## src/rtl/sha3_digest_serializer_if.sv

```systemverilog
// Word stream from the digest serializer: 32-bit data with valid/ready and an end-of-digest marker.
interface sha3_digest_serializer_if;
  logic [31:0] odata;
  logic        ovalid;
  logic        olast;
  logic        iready;

  modport master (output odata, output ovalid, output olast, input iready);
  modport slave  (input odata, input ovalid, input olast, output iready);
endinterface

```

## src/rtl/sha3_digest_serializer.sv

```systemverilog
// Captures the final Keccak state on sample and streams the digest prefix as
// little-endian 32-bit words; a single digest is held, extra samples while busy are dropped.
module sha3_digest_serializer #(
  parameter int DIGEST_WORDS = 8
) (
  input  logic                     clk,
  input  logic                     rst,
  input  logic [63:0]              isa [5],
  input  logic [63:0]              isb [5],
  input  logic [63:0]              isc [5],
  input  logic [63:0]              isd [5],
  input  logic [63:0]              ise [5],
  input  logic                     sample,
  output logic                     obusy,
  output logic                     odropped,
  sha3_digest_serializer_if.master bus
);
  localparam int         NLANES   = (DIGEST_WORDS + 1) / 2;
  localparam logic [3:0] LAST_IDX = 4'(DIGEST_WORDS - 1);

  if (!(DIGEST_WORDS == 7 || DIGEST_WORDS == 8 ||
        DIGEST_WORDS == 12 || DIGEST_WORDS == 16)) begin : g_bad_digest_words
    $error("sha3_digest_serializer: DIGEST_WORDS must be 7, 8, 12 or 16");
  end

  typedef enum logic {IDLE, SEND} state_t;

  state_t      state_q, state_d;
  logic [3:0]  idx_q, idx_d;
  logic        dropped_q, dropped_d;
  logic [63:0] lane_q  [NLANES];
  logic [63:0] lane_d  [NLANES];
  logic [63:0] lane_in [NLANES];
  logic        capture;
  logic        send;
  logic        last;
  logic        handshake;
  logic [63:0] lane_sel;
  logic [31:0] word;

  // Lane L lives in row L/5, element L%5.
  always_comb begin
    for (int l = 0; l < NLANES; l++) begin
      case (l / 5)
        0:       lane_in[l] = isa[l % 5];
        1:       lane_in[l] = isb[l % 5];
        2:       lane_in[l] = isc[l % 5];
        3:       lane_in[l] = isd[l % 5];
        default: lane_in[l] = ise[l % 5];
      endcase
    end
  end

  assign send      = (state_q == SEND);
  assign last      = send && (idx_q == LAST_IDX);
  assign handshake = send && bus.iready;

  always_comb begin
    lane_sel = '0;
    for (int l = 0; l < NLANES; l++) begin
      if (idx_q[3:1] == l[2:0]) lane_sel = lane_q[l];
    end
    word = idx_q[0] ? lane_sel[63:32] : lane_sel[31:0];
  end

  always_comb begin
    state_d   = state_q;
    idx_d     = idx_q;
    dropped_d = dropped_q;
    capture   = 1'b0;
    unique case (state_q)
      IDLE: begin
        if (sample) begin
          capture = 1'b1;
          idx_d   = 4'd0;
          state_d = SEND;
        end
      end
      SEND: begin
        if (handshake && last) begin
          idx_d = 4'd0;
          // A sample on the final beat reloads with no idle gap.
          if (sample) capture = 1'b1;
          else        state_d = IDLE;
        end else begin
          if (handshake) idx_d = idx_q + 4'd1;
          if (sample)    dropped_d = 1'b1;
        end
      end
      default: state_d = IDLE;
    endcase
  end

  always_comb begin
    for (int l = 0; l < NLANES; l++) begin
      lane_d[l] = capture ? lane_in[l] : lane_q[l];
    end
  end

  always_ff @(posedge clk) begin
    if (rst) begin
      state_q   <= IDLE;
      idx_q     <= 4'd0;
      dropped_q <= 1'b0;
    end else begin
      state_q   <= state_d;
      idx_q     <= idx_d;
      dropped_q <= dropped_d;
    end
  end

  // Lane storage is pure data and is never cleared; it is only read while in SEND.
  always_ff @(posedge clk) begin
    for (int l = 0; l < NLANES; l++) begin
      lane_q[l] <= lane_d[l];
    end
  end

  assign bus.ovalid = send;
  assign bus.odata  = send ? word : 32'd0;
  assign bus.olast  = last;
  assign obusy      = send;
  assign odropped   = dropped_q;
endmodule

```

## src/flat_wrapper.sv

```systemverilog
// flat-port wrapper written by rule: the top's interface ports become plain ports
module sha3_digest_serializer_flat 
#(
  parameter int DIGEST_WORDS = 8
)
  (clk, rst, isa, isb, isc, isd, ise, sample, obusy, odropped, bus_odata, bus_ovalid, bus_olast, bus_iready);
  sha3_digest_serializer_if bus_i ();
  input  logic clk;
  input  logic rst;
  input  logic [63:0] isa[5];
  input  logic [63:0] isb[5];
  input  logic [63:0] isc[5];
  input  logic [63:0] isd[5];
  input  logic [63:0] ise[5];
  input  logic sample;
  output logic obusy;
  output logic odropped;
  output wire logic [$bits(bus_i.odata)-1:0] bus_odata;
  output wire logic [$bits(bus_i.ovalid)-1:0] bus_ovalid;
  output wire logic [$bits(bus_i.olast)-1:0] bus_olast;
  input wire logic [$bits(bus_i.iready)-1:0] bus_iready;
  assign bus_odata = bus_i.odata;
  assign bus_ovalid = bus_i.ovalid;
  assign bus_olast = bus_i.olast;
  assign bus_i.iready = bus_iready;
  sha3_digest_serializer #(.DIGEST_WORDS(DIGEST_WORDS)) u_core (.clk(clk), .rst(rst), .isa(isa), .isb(isb), .isc(isc), .isd(isd), .ise(ise), .sample(sample), .obusy(obusy), .odropped(odropped), .bus(bus_i));
endmodule
```

## config.mk

```make
export PLATFORM = sky130hd
export DESIGN_NAME = sha3_digest_serializer_flat
export DESIGN_NICKNAME = d
export VERILOG_FILES = /design/src/rtl/sha3_digest_serializer_if.sv /design/src/rtl/sha3_digest_serializer.sv /design/src/flat_wrapper.sv
export SDC_FILE = /design/constraint.sdc
export NUM_CORES = 1
export LEC_CHECK = 0
export BUFFER_PORTS_ARGS = -buffer_cell sky130_fd_sc_hd__buf_2
export CORE_AREA = 2 2 635 637
export DETAILED_ROUTE_END_ITERATION = 8
export DIE_AREA = 0 0 637 639
export GPL_ROUTABILITY_DRIVEN = 1
export PLACE_DENSITY = 0.3
export RECOVER_POWER = 100
export SLEW_MARGIN = 20
export SYNTH_ARGS = -nofsm -noshare
export SYNTH_HDL_FRONTEND = slang
export SYNTH_SLANG_ARGS = --single-unit
export TNS_END_PERCENT = 5
```

## constraint.sdc

```tcl
create_clock -name clk -period 18.4 [get_ports clk]
set_input_delay 2.76 -clock clk [delete_from_list [all_inputs] [get_ports clk]]
set_output_delay 2.76 -clock clk [all_outputs]
set_load 0.02 [all_outputs]
```

==> impl.org, run 1 <==
** Outcome
- Result of the run :: finished, violations left
- The final reports fail on capacitance limit, slew limit.

** GRT
- Largest net degree at the start of global routing :: 153
- The total overflow left after global routing is 0.
- The number of antenna violations at the first check in global routing was 32.
- Across every metal layer, demand over resource in global routing totals 0.0246.
- Global-route wire length before repair :: 64000 µm
- The number of global-route vias before repair is 6607.

** Routing
- Detailed routing inserted a total of 6234 vias.
- Detailed-route wire length per cell :: 8.23 µm
- Count of TritonRoute iterations in the first routing pass :: 5
- DRC violation count after routing :: 0
- Antenna-violating nets left :: 0
- Vias/cell :: 1.01
- For this block, the routed nets add up to 50900 µm of wire.
- Count of routing violations after the opening detailed-route iteration :: 356

** Die
- The die is 639 µm tall.
- The initial utilization of the core area, before any placement, comes to 0.0255.
- Core box area :: 0.401 mm²
- The floorplan step defined a die boundary enclosing 0.407 mm².
- Number of placement rows :: 233
- In this run the horizontal extent of the chip is 637 µm.
- Number of top-level design ports :: 1640

** STA
- Setup repair after global routing left no endpoint under its margin.
- Sum of negative setup slack :: 0 ns
- At the pin with the least slew margin, the transition time is 4.80 ns.
- Crit path time final :: 9.99 ns
- Slew Limit Headroom :: -2.20
- Max frequency :: 100 MHz
- On the final layout, the worst clock skew is 0.0306 ns.
- The count of endpoints failing hold in the final timing report is 0.
- Of the available clock period, the critical path in the final layout requires 0.543.
- Setup violations remaining at the end of the flow were counted as 0.
- Across all setup checks in the final design, the least slack found is 8.41 ns.
- The number of max-slew violations in the final report came to 174.

** Layout
- The finished layout holds 6181 standard cells, fillers aside.
- Commonest non-fill, non-tap cell in the layout :: buf_2
- Final Net Count :: 2466
- In the layout the commonest cells are buf_2, edfxtp_1, mux2i_1.
- Fraction of final layout cells with drive strength greater than 1 :: 0.359
- For this run, the share of the core covered by cells in the final layout is 0.0484.
- The area growth from synthesis to layout is 89.8%.

** Clock network
- The number of clock buffers added by TritonCTS is 39.
- The clock drives 262 sinks.
- In this run the deepest clock path goes through 3 buffers.
- Post-CTS setup-driven buffer insertion count :: 0
- Cts repair resizes :: 0
- Htree depth :: 2
- Clock slew seen by the registers of the worst setup and hold paths :: 0.05 ns
- Clock tree synthesis selected as its root buffer the cell clkbuf_16.
- Count of hold buffers inserted by post-cts repair :: 0
- Clock Latency Late Sink :: 0.63 ns
- Clock tree from TritonCTS :: built

** Worst setup path
- The worst setup path is of the in -> reg kind.
- Together, buffers and inverters on the worst path number 2.
- CP max stage delay :: 3.55 ns
- The slowest stage of the critical path belongs to the cell clkbuf_1.
- Data required, critical path :: 18.50 ns
- Crit path top cell by count :: clkbuf_1
- Crit end category :: register
- The cell family contributing the most delay on the critical path is buffers and inverters.
- Startpoint types :: input pin
- At the worst endpoint, the arrival time is 10.09 ns.
- The critical path goes through clkbuf_1 -> nand4b_1 -> a21boi_0 -> clkbuf_1.
- Along the worst path, the maximum fanout reaches 85.

** Hold path
- Worst min-delay path class :: reg -> reg

** Place
- After detailed placement, the design holds a cell count of 6107.
- The wire-length estimate of the detail-placed layout is 37900 µm.
- Count of input and output buffers :: 295
- Weighted congestion at the end of routability-driven global placement :: 0.652
- Worst slack at placement :: 12.54 ns

** Logic synthesis
- Gate Count Post-Synth :: 554
- For this run, the number of Yosys warnings is 0.
- Fraction of synthesized cell area in xor and xnor cells :: 0
- The synthesized-area fraction occupied by ao, oa, aoi and oai cells was 0.0798.
- Averaged over all synthesized cells, the footprint is 18.5 µm².
- By area, the combinational part of the netlist is dominated by multiplexers.
- For this run, the register share of the synthesized area comes to 0.763.
- Counting every net in the synthesized netlist gives 2159.
- Cell area after technology mapping :: 0.0102 mm²
- Yosys mapped the design onto 28 distinct sky130hd cell types.
- Portion of netlist area occupied by mux cells :: 0.126
- Simple-Gate Fraction of Synth Area :: 0.0105
- After synthesis the netlist holds a flip-flop and latch count of 262.
- Synth Area in Adders :: 0.00122

** Pwr
- Power per unit of standard cell area :: 79.9 mW/mm²
- Static leakage power :: 4.65 nW
- Tot Pwr :: 0.00155 W
- IR analysis of the VDD net gives a maximum drop of 0.0711 mV.

** Flow run
- The tool flagged a number of max-cap violations equal to 4.
power by group:
group / switching (W) / total (W) / internal [W]
sequential: 0.00000900 / 0.000706 / 0.000697
combinational: 0.0000653 / 0.000101 / 0.0000356
clock: 0.000313 / 0.000744 / 0.000432
total: 0.000387 / 0.00155 / 0.00116
cell usage after synthesis (all sizes together):
master,count,share of area
edfxtp,256,0.75
mux2i,129,0.13
o22a,64,0.055
o22ai,32,0.020
buf,24,0.014
clkbuf,13,0.0048
dfxtp,6,0.012
nor2,5,0.0018
nand2,4,0.0015
a21oi,3,0.0015
a21boi,2,0.0015
a31oi,2,0.0012
nand2b,2,0.0012
nand4b,2,0.0017
a32oi,1,0.00086
ha,1,0.0012
inv,1,0.00037
nand3,1,0.00049
nand3b,1,0.00073
nand4,1,0.00061
o21ai,1,0.00049
or2,1,0.00061
or3b,1,0.00086
or4b,1,0.00098
cells by family after synthesis:
family / after synthesis
AOI/OAI and AO/OA: 105
and+or+nand+nor: 19
adders and majority gates: 1
DFF: 262
muxes: 129
buffers and inverters: 38
worst reg2reg max path: stages, from the launching register on:
cell	delay, ns
dfxtp_1	1.61
nand4b_1	0.42
a21boi_0	3.15
clkbuf_1	3.59
worst paths after layout:
kind	start	slack, ns	end	depth (start not counted)
worst max-delay path	bus_iready	8.41	u_core.lane_q[1][40]	4
worst min register to register	u_core.odropped	0.49	u_core.odropped	2
worst min-delay path	u_core.odropped	0.49	u_core.odropped	2
worst max register to register	u_core.idx_q[2]	9.02	u_core.lane_q[1][40]	3
final cells by class:
cell class	instances	area (µm²)
clock inverters	24	220
clock buffers	45	998
repair buffers	303	1510
multi-input cells	254	2250
inverters	1	3.75
flip-flops and latches	262	7810
diodes	5	12.5
fillers	47100	381000
well taps	5287	6620
sequential cells by signal, indices dropped and copies added (netlist names):
name / count
u_core.lane_q: 256
u_core.idx_q: 4
u_core.bus.ovalid: 1
u_core.odropped: 1
routing by layer:
layer  part of all wire  track usage  vias to the layer above
met1               0.36       0.0250                     3044
li1                   -            -                     2892
met3              0.070      0.00960                       76
met5            0.00090            0                        -
met2               0.53       0.0443                      214
met4              0.038       0.0110                        8
stage by stage:
stage	cell area [µm²]	hold WS, ns
finish	19400	0.492
global route	19400	0.537
CTS	19500	0.499
detailed placement	18300	0.484
global placement	18300	0.464
floorplan	10200	0.471
(Power assumes the default switching activity.)
==> run 2, diff against run 1 <==
Settings changed: CORE_AREA 2 2 635 637 to 2 2 632 634, DIE_AREA 0 0 637 639 to 0 0 634 636.
Clock period 18.4 ns to 8.2 ns, I/O delays scaled along.
==> impl.org, run 2 (synthesized netlist as in run 1, its figures left out) <==
** Outcome
- The run finished, with violations left.
- The final reports fail on capacitance limit, slew limit.

** GRT
- GRT overflow :: 0
- The number of global-route vias before repair is 6994.
- The number of antenna violations at the first check in global routing was 28.
- For this run, the total global-route usage over all layers was measured as 0.0245.
- Global-route wire length before repair :: 63800 µm
- Largest net degree at the start of global routing :: 161

** Die
- Die area :: 0.403 mm²
- Starting density of the core :: 0.0258
- Number of placement rows :: 232
- Number of top-level design ports :: 1640
- In this run the horizontal extent of the chip is 634 µm.
- Core box area :: 0.397 mm²
- The floorplan step set the die height to 636 µm.

** Worst setup path
- The number of cells on the worst reg-to-reg path is 4.
- Crit path top cell by count :: clkbuf_1
- The critical path in this run is classified as reg -> out.
- Critical path data arrival time :: 5.01 ns
- Crit end category :: output port
- Grouping stages by cell kind, the critical path spends the most delay in simple AND/OR/NAND/NOR gates.
- On the worst path, the slowest cell contributes a delay of 2.01 ns.
- The worst setup path is launched from a register.
- Biggest fanout along the worst timing path :: 32
- For the worst setup path, the data required time is 6.97 ns.
- Cell-by-cell trace of the critical path :: clkbuf_1 -> nand2_1 -> o22ai_1 -> clkbuf_1
- The critical path crosses 4 cells after its start point.
- Slowest library cell on the worst path :: nand2_1
- Crit path buf inv count :: 2

** Routing
- Once detail routing completed, the nets flagged for antenna violations numbered 0.
- Count of TritonRoute iterations in the first routing pass :: 7
- After detailed routing, the average wire length per cell comes to 8.00 µm.
- In the routed layout, each cell is associated on average with a via count of 1.03.
- The detailed router placed 6375 vias in this run.
- Count of routing violations after the opening detailed-route iteration :: 273
- After detailed routing, the number of remaining DRC violations is 0.
- Summed over all layers, the routed wires come to 49400 µm.

** STA
- In the finished design, the share of the clock period the worst path needs comes to 0.761.
- For the final database, setup skew stands at 0.0343 ns.
- Setup repair after global routing left no endpoint under its margin.
- Setup violations remaining at the end of the flow were counted as 0.
- The number of max-slew violations in the final report came to 81.
- Final hold analysis gives a worst-case slack of 0.479 ns.
- Based on the critical path, the design can be clocked at up to 160 MHz.
- Crit path time final :: 6.24 ns
- For the pin with the worst max-slew slack, the measured transition is 3.92 ns.
- Measured against its own limit, the worst slew margin works out to -1.64.
- The count of endpoints failing hold in the final timing report was 0.
- After routing, the total negative slack on setup checks comes to 0 ns.

** Pwr
- Summing internal, switching and leakage power gives 0.00348 W.
- Cell internal power was estimated by the tool at 0.00258 W.
- Of the total power, the clock network draws 0.481.
- Switching Power :: 0.000894 W
- Across the VDD grid, the largest voltage drop is 0.139 mV.
- Of the total power, registers draw 0.453.
- Dividing total power by cell area gives a power density of 179 mW/mm².
- The share of total power dissipated in combinational logic is 0.065.
- Static leakage power :: 4.68 nW
- Of the total power, the share spent switching nets is 0.257.

** Layout
- Fill count :: 46900
- Final cell area excluding filler cells :: 0.0195 mm²
- Top flop regs :: u_core.lane_q x256, u_core.idx_q x4
- The library cell used most frequently in the layout, excluding fill and tap cells, is edfxtp_1.
- Flip-flop count of the largest register after layout :: 256
- Leaving out fill and tap cells, the most frequent cells in the layout are edfxtp_1, buf_2, mux2i_1.
- Of the cells placed in the final design, the portion with a size suffix greater than 1 is 0.370.
- From synthesis to final layout, the design area changed by 90.3%.
- At the end of the flow, the number of nets in the layout was 2472.
- u_core.lane_q holds more flip-flops than any other register.

** Clock network
- Clock tree from TritonCTS :: built
- In this run the number of H-tree levels came out at 2.
- Largest buffer count on any clock path :: 3
- For this design, the sink count on the clock tree is 262.
- Post-CTS repair changed the size of 0 cells.
- At the later pin of the worst-skew pair, clock insertion delay measures 0.64 ns.
- Post-CTS timing repair inserted 0 buffers for setup.
- Clock slew seen by the registers of the worst setup and hold paths :: 0.05 ns
- CTS Root Cell :: clkbuf_16
- Clock tree synthesis inserted a total of 40 buffers.
- After clock tree synthesis, the flow added hold-fix buffers numbering 0.

** Hold path
- The worst hold path passes through 2 cells.
- In this run the worst hold path is classified as reg -> reg.

** Place
- HPWL Detailed :: 36800 µm
- In this run the cell area measured after placement is 0.0183 mm².
- During placement, the flow inserted port buffers numbering 295.
- Weighted congestion at the end of routability-driven global placement :: 0.641

** Flow run
- Max-cap violations in this run came to 3.
## run 2: changes by cell type in the layout (fill, tap and decap cells not counted), sizes merged
cell,previous run,this run
diode,5,11
inv,5,9
buf,264,266
bufinv,3,1
clkbuf,84,86
clkinv,16,18
clkinvlp,1,2
## run 2: layout make-up
cell class,instances,area (µm²),share of cell area
diodes,11,27.5,0.00141
clock buffers,44,1020,0.0522
clock inverters,29,221,0.0114
inverters,1,3.75,0.000193
multi-input cells,254,2250,0.116
flip-flops and latches,262,7810,0.401
well taps,5265,6590,0.338
repair buffers,308,1550,0.0796
## run 2: tightest hold or removal path, stage by stage, from the launching register on
cell     delay (ns)
dfxtp_1        0.33
a31oi_1        0.05
nor2_1         0.07
## run 2: final timing paths
kind	to	start	slack, ns
setup reg to reg	u_core.lane_q[1][3]	u_core.idx_q[1]	2.40
hold reg to reg	u_core.odropped	u_core.odropped	0.48
setup / recovery	bus_odata[23]	u_core.bus.ovalid	1.96
hold / removal	u_core.odropped	u_core.odropped	0.48
## run 2: routing by layer
layer / track usage / up-vias / routed length, µm
met1: 0.0256 / 3187 / 18700
met3: 0.00613 / 75 / 2460
li1: - / 2926 / -
met4: 0.0132 / 0 / 1710
met2: 0.0446 / 187 / 26500
met5: 0 / - / 0
## run 2: power groups by stage
stage	registers (W)	logic (W)	clock network (W)
final	0.00158	0.000226	0.00167
after global routing	0.00158	0.000253	0.00182
after CTS	0.00158	0.000244	0.00179
after detailed placement	0.00161	0.000243	0
after global placement	0.00160	0.000242	0
after floorplan	0.00161	0.0000889	0
## run 2: through the flow
stage | cells | setup WS, ns | util
final | 6174 | 1.96 | 0.0490
after global routing | 6165 | 1.62 | 0.0490
after CTS | 6162 | 3.04 | 0.0491
after detailed placement | 6089 | 3.81 | 0.0460
after global placement | 6089 | 3.70 | 0.0460
after floorplan | 554 | 2.07 | -
